==> src/rtl/atm_pkg.sv <==
// Shared state encoding, opcodes and per-account reset-value helpers for the ATM session controller.
// Latency: none, declarations only.
// Backpressure: none, declarations only.
package atm_pkg;

    typedef enum logic [2:0] {
        ST_IDLE    = 3'd0,
        ST_WAITING = 3'd1,
        ST_AUTH    = 3'd2,
        ST_MENU    = 3'd3,
        ST_EXEC    = 3'd4
    } state_t;

    localparam logic [2:0] OP_BALANCE    = 3'd0;
    localparam logic [2:0] OP_WITHDRAW   = 3'd1;
    localparam logic [2:0] OP_DEPOSIT    = 3'd2;
    localparam logic [2:0] OP_CHANGE_PIN = 3'd3;
    localparam logic [2:0] OP_TRANSFER   = 3'd4;
    localparam logic [2:0] OP_LOGOUT     = 3'd5;

    // Opcodes 6 and 7 are unassigned.
    function automatic logic op_is_legal(input logic [2:0] op);
        return op <= OP_LOGOUT;
    endfunction

    // Returned wide; callers truncate to their own BAL_W / PIN_W.
    function automatic logic [63:0] reset_balance(input int idx);
        return (64'(idx) + 64'd1) * 64'd1000;
    endfunction

    function automatic logic [63:0] reset_pin(input int idx);
        return 64'(idx) * 64'd1111;
    endfunction

endpackage

==> src/rtl/atm_account_store.sv <==
// Per-account storage: balances, PINs, consecutive-failure counters and lock bits.
// Latency: writes land on the clock edge; every account is readable combinationally.
// Backpressure: none; two balance write entries per cycle so a transfer updates both sides together.
// Ports: rd_bal/rd_pin/rd_lock expose every account; wr0/wr1 write balances, pin_wr writes a PIN,
//        auth_ok/auth_fail with auth_idx clear or advance the failure counter of one account.
module atm_account_store
    import atm_pkg::*;
#(
    parameter int NUM_ACC   = 16,
    parameter int BAL_W     = 32,
    parameter int PIN_W     = 16,
    parameter int MAX_TRIES = 3,
    parameter int AW        = $clog2(NUM_ACC)
) (
    input  logic             clk,
    input  logic             rst,
    output logic [BAL_W-1:0] rd_bal [NUM_ACC],
    output logic [PIN_W-1:0] rd_pin [NUM_ACC],
    output logic [NUM_ACC-1:0] rd_lock,
    input  logic             wr0_en,
    input  logic [AW-1:0]    wr0_idx,
    input  logic [BAL_W-1:0] wr0_bal,
    input  logic             wr1_en,
    input  logic [AW-1:0]    wr1_idx,
    input  logic [BAL_W-1:0] wr1_bal,
    input  logic             pin_wr_en,
    input  logic [AW-1:0]    pin_wr_idx,
    input  logic [PIN_W-1:0] pin_wr_dat,
    input  logic             auth_ok,
    input  logic             auth_fail,
    input  logic [AW-1:0]    auth_idx
);

    localparam int TW = $clog2(MAX_TRIES + 1);

    logic [TW-1:0] tries [NUM_ACC];

    always_ff @(posedge clk or negedge rst) begin
        if (!rst) begin
            for (int i = 0; i < NUM_ACC; i++) begin
                rd_bal[i]  <= BAL_W'(reset_balance(i));
                rd_pin[i]  <= PIN_W'(reset_pin(i));
                tries[i]   <= '0;
                rd_lock[i] <= 1'b0;
            end
        end else begin
            for (int i = 0; i < NUM_ACC; i++) begin
                if (wr0_en && wr0_idx == AW'(i)) rd_bal[i] <= wr0_bal;
                if (wr1_en && wr1_idx == AW'(i)) rd_bal[i] <= wr1_bal;
                if (pin_wr_en && pin_wr_idx == AW'(i)) rd_pin[i] <= pin_wr_dat;
                if (auth_idx == AW'(i)) begin
                    if (auth_ok) begin
                        tries[i] <= '0;
                    end else if (auth_fail && !rd_lock[i]) begin
                        // A locked account stops counting; the lock holds until reset.
                        tries[i] <= tries[i] + 1'b1;
                        if (32'(tries[i]) + 1 >= MAX_TRIES) rd_lock[i] <= 1'b1;
                    end
                end
            end
        end
    end

endmodule

==> src/rtl/atm_session_ctrl.sv <==
// ATM session FSM: card insert, PIN check with lockout, menu operations and idle timeout.
// Latency: auth result 2 cycles after start, operation result 2 cycles after op_valid; done/success registered.
// Backpressure: none; strobes outside the state that accepts them are dropped.
// Ports: start/acc_num/pin insert a card; op_valid/operation/amount/dest_acc/new_pin request an operation;
//        balance/done/success/locked/state report the session.
module atm_session_ctrl
    import atm_pkg::*;
#(
    parameter int NUM_ACC   = 16,
    parameter int BAL_W     = 32,
    parameter int PIN_W     = 16,
    parameter int MAX_TRIES = 3,
    parameter int TIMEOUT   = 255,
    parameter int AW        = $clog2(NUM_ACC)
) (
    input  logic             clk,
    input  logic             rst,
    input  logic             start,
    input  logic [AW-1:0]    acc_num,
    input  logic [PIN_W-1:0] pin,
    input  logic             op_valid,
    input  logic [2:0]       operation,
    input  logic [BAL_W-1:0] amount,
    input  logic [AW-1:0]    dest_acc,
    input  logic [PIN_W-1:0] new_pin,
    output logic [BAL_W-1:0] balance,
    output logic             done,
    output logic             success,
    output logic             locked,
    output logic [2:0]       state
);

    localparam int IW = $clog2(TIMEOUT + 1);

    state_t           state_q, state_d;
    logic [AW-1:0]    sess_q, sess_d;
    logic [AW-1:0]    dest_q;
    logic [PIN_W-1:0] pin_q, new_pin_q;
    logic [2:0]       op_q;
    logic [BAL_W-1:0] amt_q;
    logic [IW-1:0]    idle_q, idle_d;
    logic             done_d, success_d;
    logic [BAL_W-1:0] bal_d;

    logic [BAL_W-1:0] rd_bal [NUM_ACC];
    logic [PIN_W-1:0] rd_pin [NUM_ACC];
    logic [NUM_ACC-1:0] rd_lock;
    logic             wr0_en, wr1_en, pin_wr_en, auth_ok, auth_fail;
    logic [BAL_W-1:0] wr0_bal, wr1_bal;

    logic [BAL_W-1:0] cur_bal, dst_bal;
    logic [BAL_W:0]   dep_sum, xfer_sum;
    logic             start_ok, dest_in_range;

    // With a power-of-two account count every index is valid.
    generate
        if (NUM_ACC == (1 << AW)) begin : g_pow2
            assign start_ok      = 1'b1;
            assign dest_in_range = 1'b1;
        end else begin : g_npow2
            assign start_ok      = (32'(acc_num) < NUM_ACC);
            assign dest_in_range = (32'(dest_q) < NUM_ACC);
        end
    endgenerate

    assign cur_bal  = rd_bal[sess_q];
    assign dst_bal  = rd_bal[dest_q];
    // One extra bit so a carry out means the credit would overflow.
    assign dep_sum  = {1'b0, cur_bal} + {1'b0, amt_q};
    assign xfer_sum = {1'b0, dst_bal} + {1'b0, amt_q};

    atm_account_store #(
        .NUM_ACC  (NUM_ACC),
        .BAL_W    (BAL_W),
        .PIN_W    (PIN_W),
        .MAX_TRIES(MAX_TRIES),
        .AW       (AW)
    ) u_store (
        .clk       (clk),
        .rst       (rst),
        .rd_bal    (rd_bal),
        .rd_pin    (rd_pin),
        .rd_lock   (rd_lock),
        .wr0_en    (wr0_en),
        .wr0_idx   (sess_q),
        .wr0_bal   (wr0_bal),
        .wr1_en    (wr1_en),
        .wr1_idx   (dest_q),
        .wr1_bal   (wr1_bal),
        .pin_wr_en (pin_wr_en),
        .pin_wr_idx(sess_q),
        .pin_wr_dat(new_pin_q),
        .auth_ok   (auth_ok),
        .auth_fail (auth_fail),
        .auth_idx  (sess_q)
    );

    always_ff @(posedge clk or negedge rst) begin
        if (!rst) state_q <= ST_IDLE;
        else      state_q <= state_d;
    end

    always_comb begin
        state_d   = state_q;
        sess_d    = sess_q;
        idle_d    = '0;
        done_d    = 1'b0;
        success_d = 1'b0;
        wr0_en    = 1'b0;
        wr0_bal   = cur_bal;
        wr1_en    = 1'b0;
        wr1_bal   = xfer_sum[BAL_W-1:0];
        pin_wr_en = 1'b0;
        auth_ok   = 1'b0;
        auth_fail = 1'b0;
        bal_d     = '0;

        case (state_q)
            ST_IDLE: state_d = ST_WAITING;

            ST_WAITING: begin
                if (start) begin
                    if (start_ok) begin
                        sess_d  = acc_num;
                        state_d = ST_AUTH;
                    end else begin
                        done_d = 1'b1;
                    end
                end
            end

            ST_AUTH: begin
                done_d = 1'b1;
                if (!rd_lock[sess_q] && pin_q == rd_pin[sess_q]) begin
                    success_d = 1'b1;
                    auth_ok   = 1'b1;
                    state_d   = ST_MENU;
                end else begin
                    auth_fail = 1'b1;
                    state_d   = ST_WAITING;
                end
            end

            ST_MENU: begin
                if (op_valid) begin
                    if (op_is_legal(operation)) state_d = ST_EXEC;
                    else                        done_d  = 1'b1;
                end else if (32'(idle_q) + 1 >= TIMEOUT) begin
                    state_d = ST_WAITING;
                    done_d  = 1'b1;
                end else begin
                    idle_d = idle_q + 1'b1;
                end
            end

            ST_EXEC: begin
                done_d  = 1'b1;
                state_d = ST_MENU;
                case (op_q)
                    OP_BALANCE: success_d = 1'b1;
                    OP_WITHDRAW: begin
                        if (amt_q <= cur_bal) begin
                            wr0_en    = 1'b1;
                            wr0_bal   = cur_bal - amt_q;
                            success_d = 1'b1;
                        end
                    end
                    OP_DEPOSIT: begin
                        if (!dep_sum[BAL_W]) begin
                            wr0_en    = 1'b1;
                            wr0_bal   = dep_sum[BAL_W-1:0];
                            success_d = 1'b1;
                        end
                    end
                    OP_CHANGE_PIN: begin
                        pin_wr_en = 1'b1;
                        success_d = 1'b1;
                    end
                    OP_TRANSFER: begin
                        if (dest_in_range && dest_q != sess_q && amt_q <= cur_bal && !xfer_sum[BAL_W]) begin
                            wr0_en    = 1'b1;
                            wr0_bal   = cur_bal - amt_q;
                            wr1_en    = 1'b1;
                            success_d = 1'b1;
                        end
                    end
                    OP_LOGOUT: begin
                        success_d = 1'b1;
                        state_d   = ST_WAITING;
                    end
                    default: ;
                endcase
            end

            default: state_d = ST_IDLE;
        endcase

        // Forward the write so balance shows the new value alongside done.
        bal_d = wr0_en ? wr0_bal : rd_bal[sess_d];
    end

    always_ff @(posedge clk or negedge rst) begin
        if (!rst) begin
            sess_q    <= '0;
            pin_q     <= '0;
            op_q      <= '0;
            amt_q     <= '0;
            dest_q    <= '0;
            new_pin_q <= '0;
            idle_q    <= '0;
            done      <= 1'b0;
            success   <= 1'b0;
            balance   <= '0;
        end else begin
            sess_q  <= sess_d;
            idle_q  <= idle_d;
            done    <= done_d;
            success <= success_d;
            balance <= bal_d;
            if (state_q == ST_WAITING && start) pin_q <= pin;
            if (state_q == ST_MENU && op_valid) begin
                op_q      <= operation;
                amt_q     <= amount;
                dest_q    <= dest_acc;
                new_pin_q <= new_pin;
            end
        end
    end

    assign state  = state_q;
    assign locked = rd_lock[sess_q];

endmodule
==> config.mk <==
export PLATFORM = sky130hd
export DESIGN_NAME = atm_session_ctrl
export DESIGN_NICKNAME = d
export VERILOG_FILES = /design/src/rtl/atm_pkg.sv /design/src/rtl/atm_account_store.sv /design/src/rtl/atm_session_ctrl.sv
export SDC_FILE = /design/constraint.sdc
export NUM_CORES = 2
export LEC_CHECK = 0
export BUFFER_PORTS_ARGS = -buffer_cell sky130_fd_sc_hd__buf_2
export CAP_MARGIN = 40
export CELL_PAD_IN_SITES_DETAIL_PLACEMENT = 0
export CELL_PAD_IN_SITES_GLOBAL_PLACEMENT = 1
export CORE_AREA = 5 5 367 369
export CTS_BUF_LIST = sky130_fd_sc_hd__clkbuf_2
export DETAILED_ROUTE_END_ITERATION = 8
export DIE_AREA = 0 0 372 374
export PLACE_DENSITY = 0.74
export SLEW_MARGIN = 30
export SYNTH_ARGS = -nofsm -noshare
export SYNTH_HDL_FRONTEND = slang
export SYNTH_SLANG_ARGS = --single-unit
==> constraint.sdc <==
create_clock -name clk -period 5.4 [get_ports clk]
set_input_delay 0.27 -clock clk [delete_from_list [all_inputs] [get_ports clk]]
set_output_delay 0.27 -clock clk [all_outputs]
set_load 0.02 [all_outputs]
==> results.json <==
{
  "status": "complete, but fails checks",
  "violations": "negative setup slack",
  "cap_violations": 0,
  "placed_cells": 7523,
  "grt_usage_pct": 37.0,
  "cts_buffers": 279,
  "drtIter0Drc": 8318,
  "cpMostUsedCell": "buf_12",
  "start_util_pct": 44.6,
  "critPathArrivalTime_ps": 7160,
  "dpl.hpwl_mm": 169,
  "synth.area.top_cells": "dfrtp_1 31%, mux4_2 16%, dfstp_2 9.1%",
  "vias": 56011,
  "finalPower_uw": 30400,
  "drtPass1Iterations": 8,
  "ir_drop_mv": 0.417,
  "timing.final.crit_share_pct": 102,
  "path_cells": "buf_12 -> buf_16 -> mux4_2 -> mux4_2 -> ha_4 -> nor2b_2 -> or4_4 -> o21a_4 -> o2111ai_4 -> a21oi_2 -> buf_6 -> o211ai_4 -> buf_6 -> a31o_4 -> buf_12 -> buf_12 -> a31oi_4 -> buf_12 -> clkbuf_16 -> a22oi_1 -> o21ai_0",
  "synthFlopType": "dfrtp_1",
  "tightest_slew_ps": 1320,
  "crit_fanout": 9,
  "grt_max_degree": 159,
  "htree_num_levels": 5,
  "syn_to_final_growth_pct": 25.4,
  "grt_pass1_vias": 54521,
  "drc": 0,
  "setup_slack_ps": -87.8,
  "synthCells": 5534,
  "hold_class": "in -> async",
  "reg2reg_depth": 21,
  "ys_seq_elements": 936,
  "antenna_found_initial": 8,
  "finalNonFillerCells": 8329,
  "cts_root_buf": "clkbuf_2",
  "crit_path_top_delay_cell": "mux4_2",
  "synth_cell_type_count": 99,
  "layout-drive-gt1-share_pct": 37.9,
  "nNetsFinal": 6589,
  "drt.antenna.violating_nets": 0,
  "synth_edf_count": 0,
  "crit_buf_inv": 8,
  "crit_cells": 21,
  "portBuffers": 116,
  "fin_skew_ps": 204,
  "clock_sinks": 936,
  "async_flop_share_pct": 100,
  "critPathCaptureType": "register",
  "fmax_mhz": 182,
  "rsz0062_at_grt": "yes",
  "viasPerCell": 6.72,
  "relSlewSlack_pct": 11.8,
  "synth_top_cell_by_area": "dfrtp_1",
  "critPathTopFamily": "compound AO/OA/AOI/OAI gates",
  "cts_tree": "yes",
  "gp_congestion": 1.01,
  "seq_area_frac_synth_pct": 40.5,
  "fill_cells": 11298,
  "overflow": 0,
  "yosysWarnings": 0,
  "clk_pin_slew_ps": 100,
  "max_stage_delay_ps": 570,
  "die-area_um2": 139000,
  "p_per_area_nw_per_um2": 416,
  "ioPinCount": 117,
  "finalSetupViolCount": 30,
  "hold_ws_ps": 139,
  "synth_area_um2": 58400,
  "die_y_um": 374,
  "coreArea_um2": 131000,
  "criticalPathCategory": "reg -> reg",
  "rows": 133,
  "routed_wirelength_mm": 268,
  "clock_path_buffers": 4,
  "drv_slew": 0,
  "wl_per_cell_um": 32.2,
  "hold_violations": 0,
  "synth_top_area_share_pct": 31.5,
  "critPathRequiredTime_ps": 7070,
  "min_period_ps": 5490,
  "die_w_um": 372,
  "grt_pass1_wl_mm": 378,
  "start_kind": "register",
  "synth_nets": 5746,
  "synth.avg_cell_area_um2": 10.6,
  "p_leak_uw": 0.0312,
  "clk_latency_ps": 1900
}
[power breakdown]
part	total, uW	internal, uW	switching [uW]
logic	15800	6220	9550
clock network	5550	2220	3330
registers	9090	7730	1370
total	30400	16200	14300
[state kept, by name, summed over array words and instances, names as in the netlist, 4 cells and up]
| register | flops |
|---|---|
| balance | 32 |
| u_store.rd_pin | 256 |
| new_pin_q | 16 |
| u_store.rd_bal | 512 |
| idle_q | 8 |
| pin_q | 16 |
| sess_q | 4 |
| u_store.tries | 32 |
| dest_q | 4 |
| amt_q | 32 |
| u_store.rd_lock | 16 |
[synthesized netlist by cell type (25+ instances only)]
cell type / number
a21o_1: 47
a21oi_1: 168
a22oi_1: 144
a311oi_1: 64
a31oi_1: 44
and3_1: 41
buf_1: 42
buf_2: 149
clkbuf_1: 274
dfrtp_1: 734
dfstp_2: 202
ha_1: 130
inv_1: 92
mux2_2: 328
mux4_2: 405
nand2_1: 997
nand3_1: 301
nor2_1: 254
o21ai_0: 291
o21ai_1: 45
o221ai_1: 306
xnor2_1: 45
xor2_1: 25
[layer usage]
metal | share of wire [%] | track usage [%] | vias to the layer above
li1 | - | - | 22686
met1 | 36 | 47.2 | 27755
met2 | 43 | 53.4 | 4391
met3 | 12 | 10.9 | 1177
met4 | 9.1 | 26.7 | 2
met5 | 0.030 | 0.455 | -
[repair_timing]
action	4_1_cts	5_1_grt
pin swaps	5	42
setup buffers	7	56
endpoints found under the hold margin	1055	0
cloned	0	27
endpoints found under the setup margin	265	497
resized for setup	25	243
hold buffers	238	0
[placed cells by master, fill, tap and decap left out, types with 142 or more instances in the layout]
cell type | synthesis | final
nand2_1 | 997 | 978
dfrtp_1 | 734 | 726
buf_4 | 16 | 468
clkbuf_2 | 5 | 416
mux4_2 | 405 | 405
mux2_2 | 328 | 328
nand3_1 | 301 | 296
o221ai_1 | 306 | 276
o21ai_0 | 291 | 249
dlygate4sd3_1 | 0 | 237
nor2_1 | 254 | 225
dfstp_2 | 202 | 202
buf_12 | 0 | 176
a21oi_1 | 168 | 149
a22oi_1 | 144 | 142
[final timing paths]
path	start	endpoint	slack, ps
min in group clk	start	state[1]	160
min	rst	balance[20]	140
max in group asynchronous	rst	u_store.tries[3]	3760
max reg2reg	sess_q[0]	u_store.rd_bal[4]	-90
min reg2reg	u_store.rd_pin[255]	u_store.rd_pin[255]	510
max	sess_q[0]	u_store.rd_bal[4]	-90
[metrics by stage]
stage / setup WS, ps / setup TNS (ps) / utilization (%) / cell area, um^2
floorplan: 9.02 / 0 / - / 58500
global placement: -344 / -12040 / 50.3 / 65800
detailed placement: -249 / -11010 / 50.4 / 65900
CTS: 0.163 / 0 / 54.2 / 70900
global route: -116 / -3130 / 56.0 / 73200
finish: -87.8 / -937 / 56.0 / 73200
[cell type report]
type | instances | area, um^2 | area share, %
clock buffer | 416 | 2080 | 2.84
tap | 1755 | 2200 | 3.00
clock inverter | 52 | 314 | 0.429
sequential | 936 | 23700 | 32.4
antenna | 10 | 25.0 | 0.0342
multi-input combinational | 4003 | 33300 | 45.5
inverter | 93 | 359 | 0.491
timing repair buffer | 1064 | 11200 | 15.3
[tightest hold or removal path: cells and delay by family]
kind | cells | cell delay (ps)
buf+inv | 5 | 2090
[cells by family after synthesis]
logic type      count (synthesis)  synth area share, %
flops                         936                 40.5
fa+ha+maj                     133                 2.89
mux                           738                 22.0
compound gates               1328                 16.4
xor+xnor                       70                 1.05
simple gates                 1734                 12.6
buf+inv                       595                 4.46
Power figures use the tool's default switching activity.
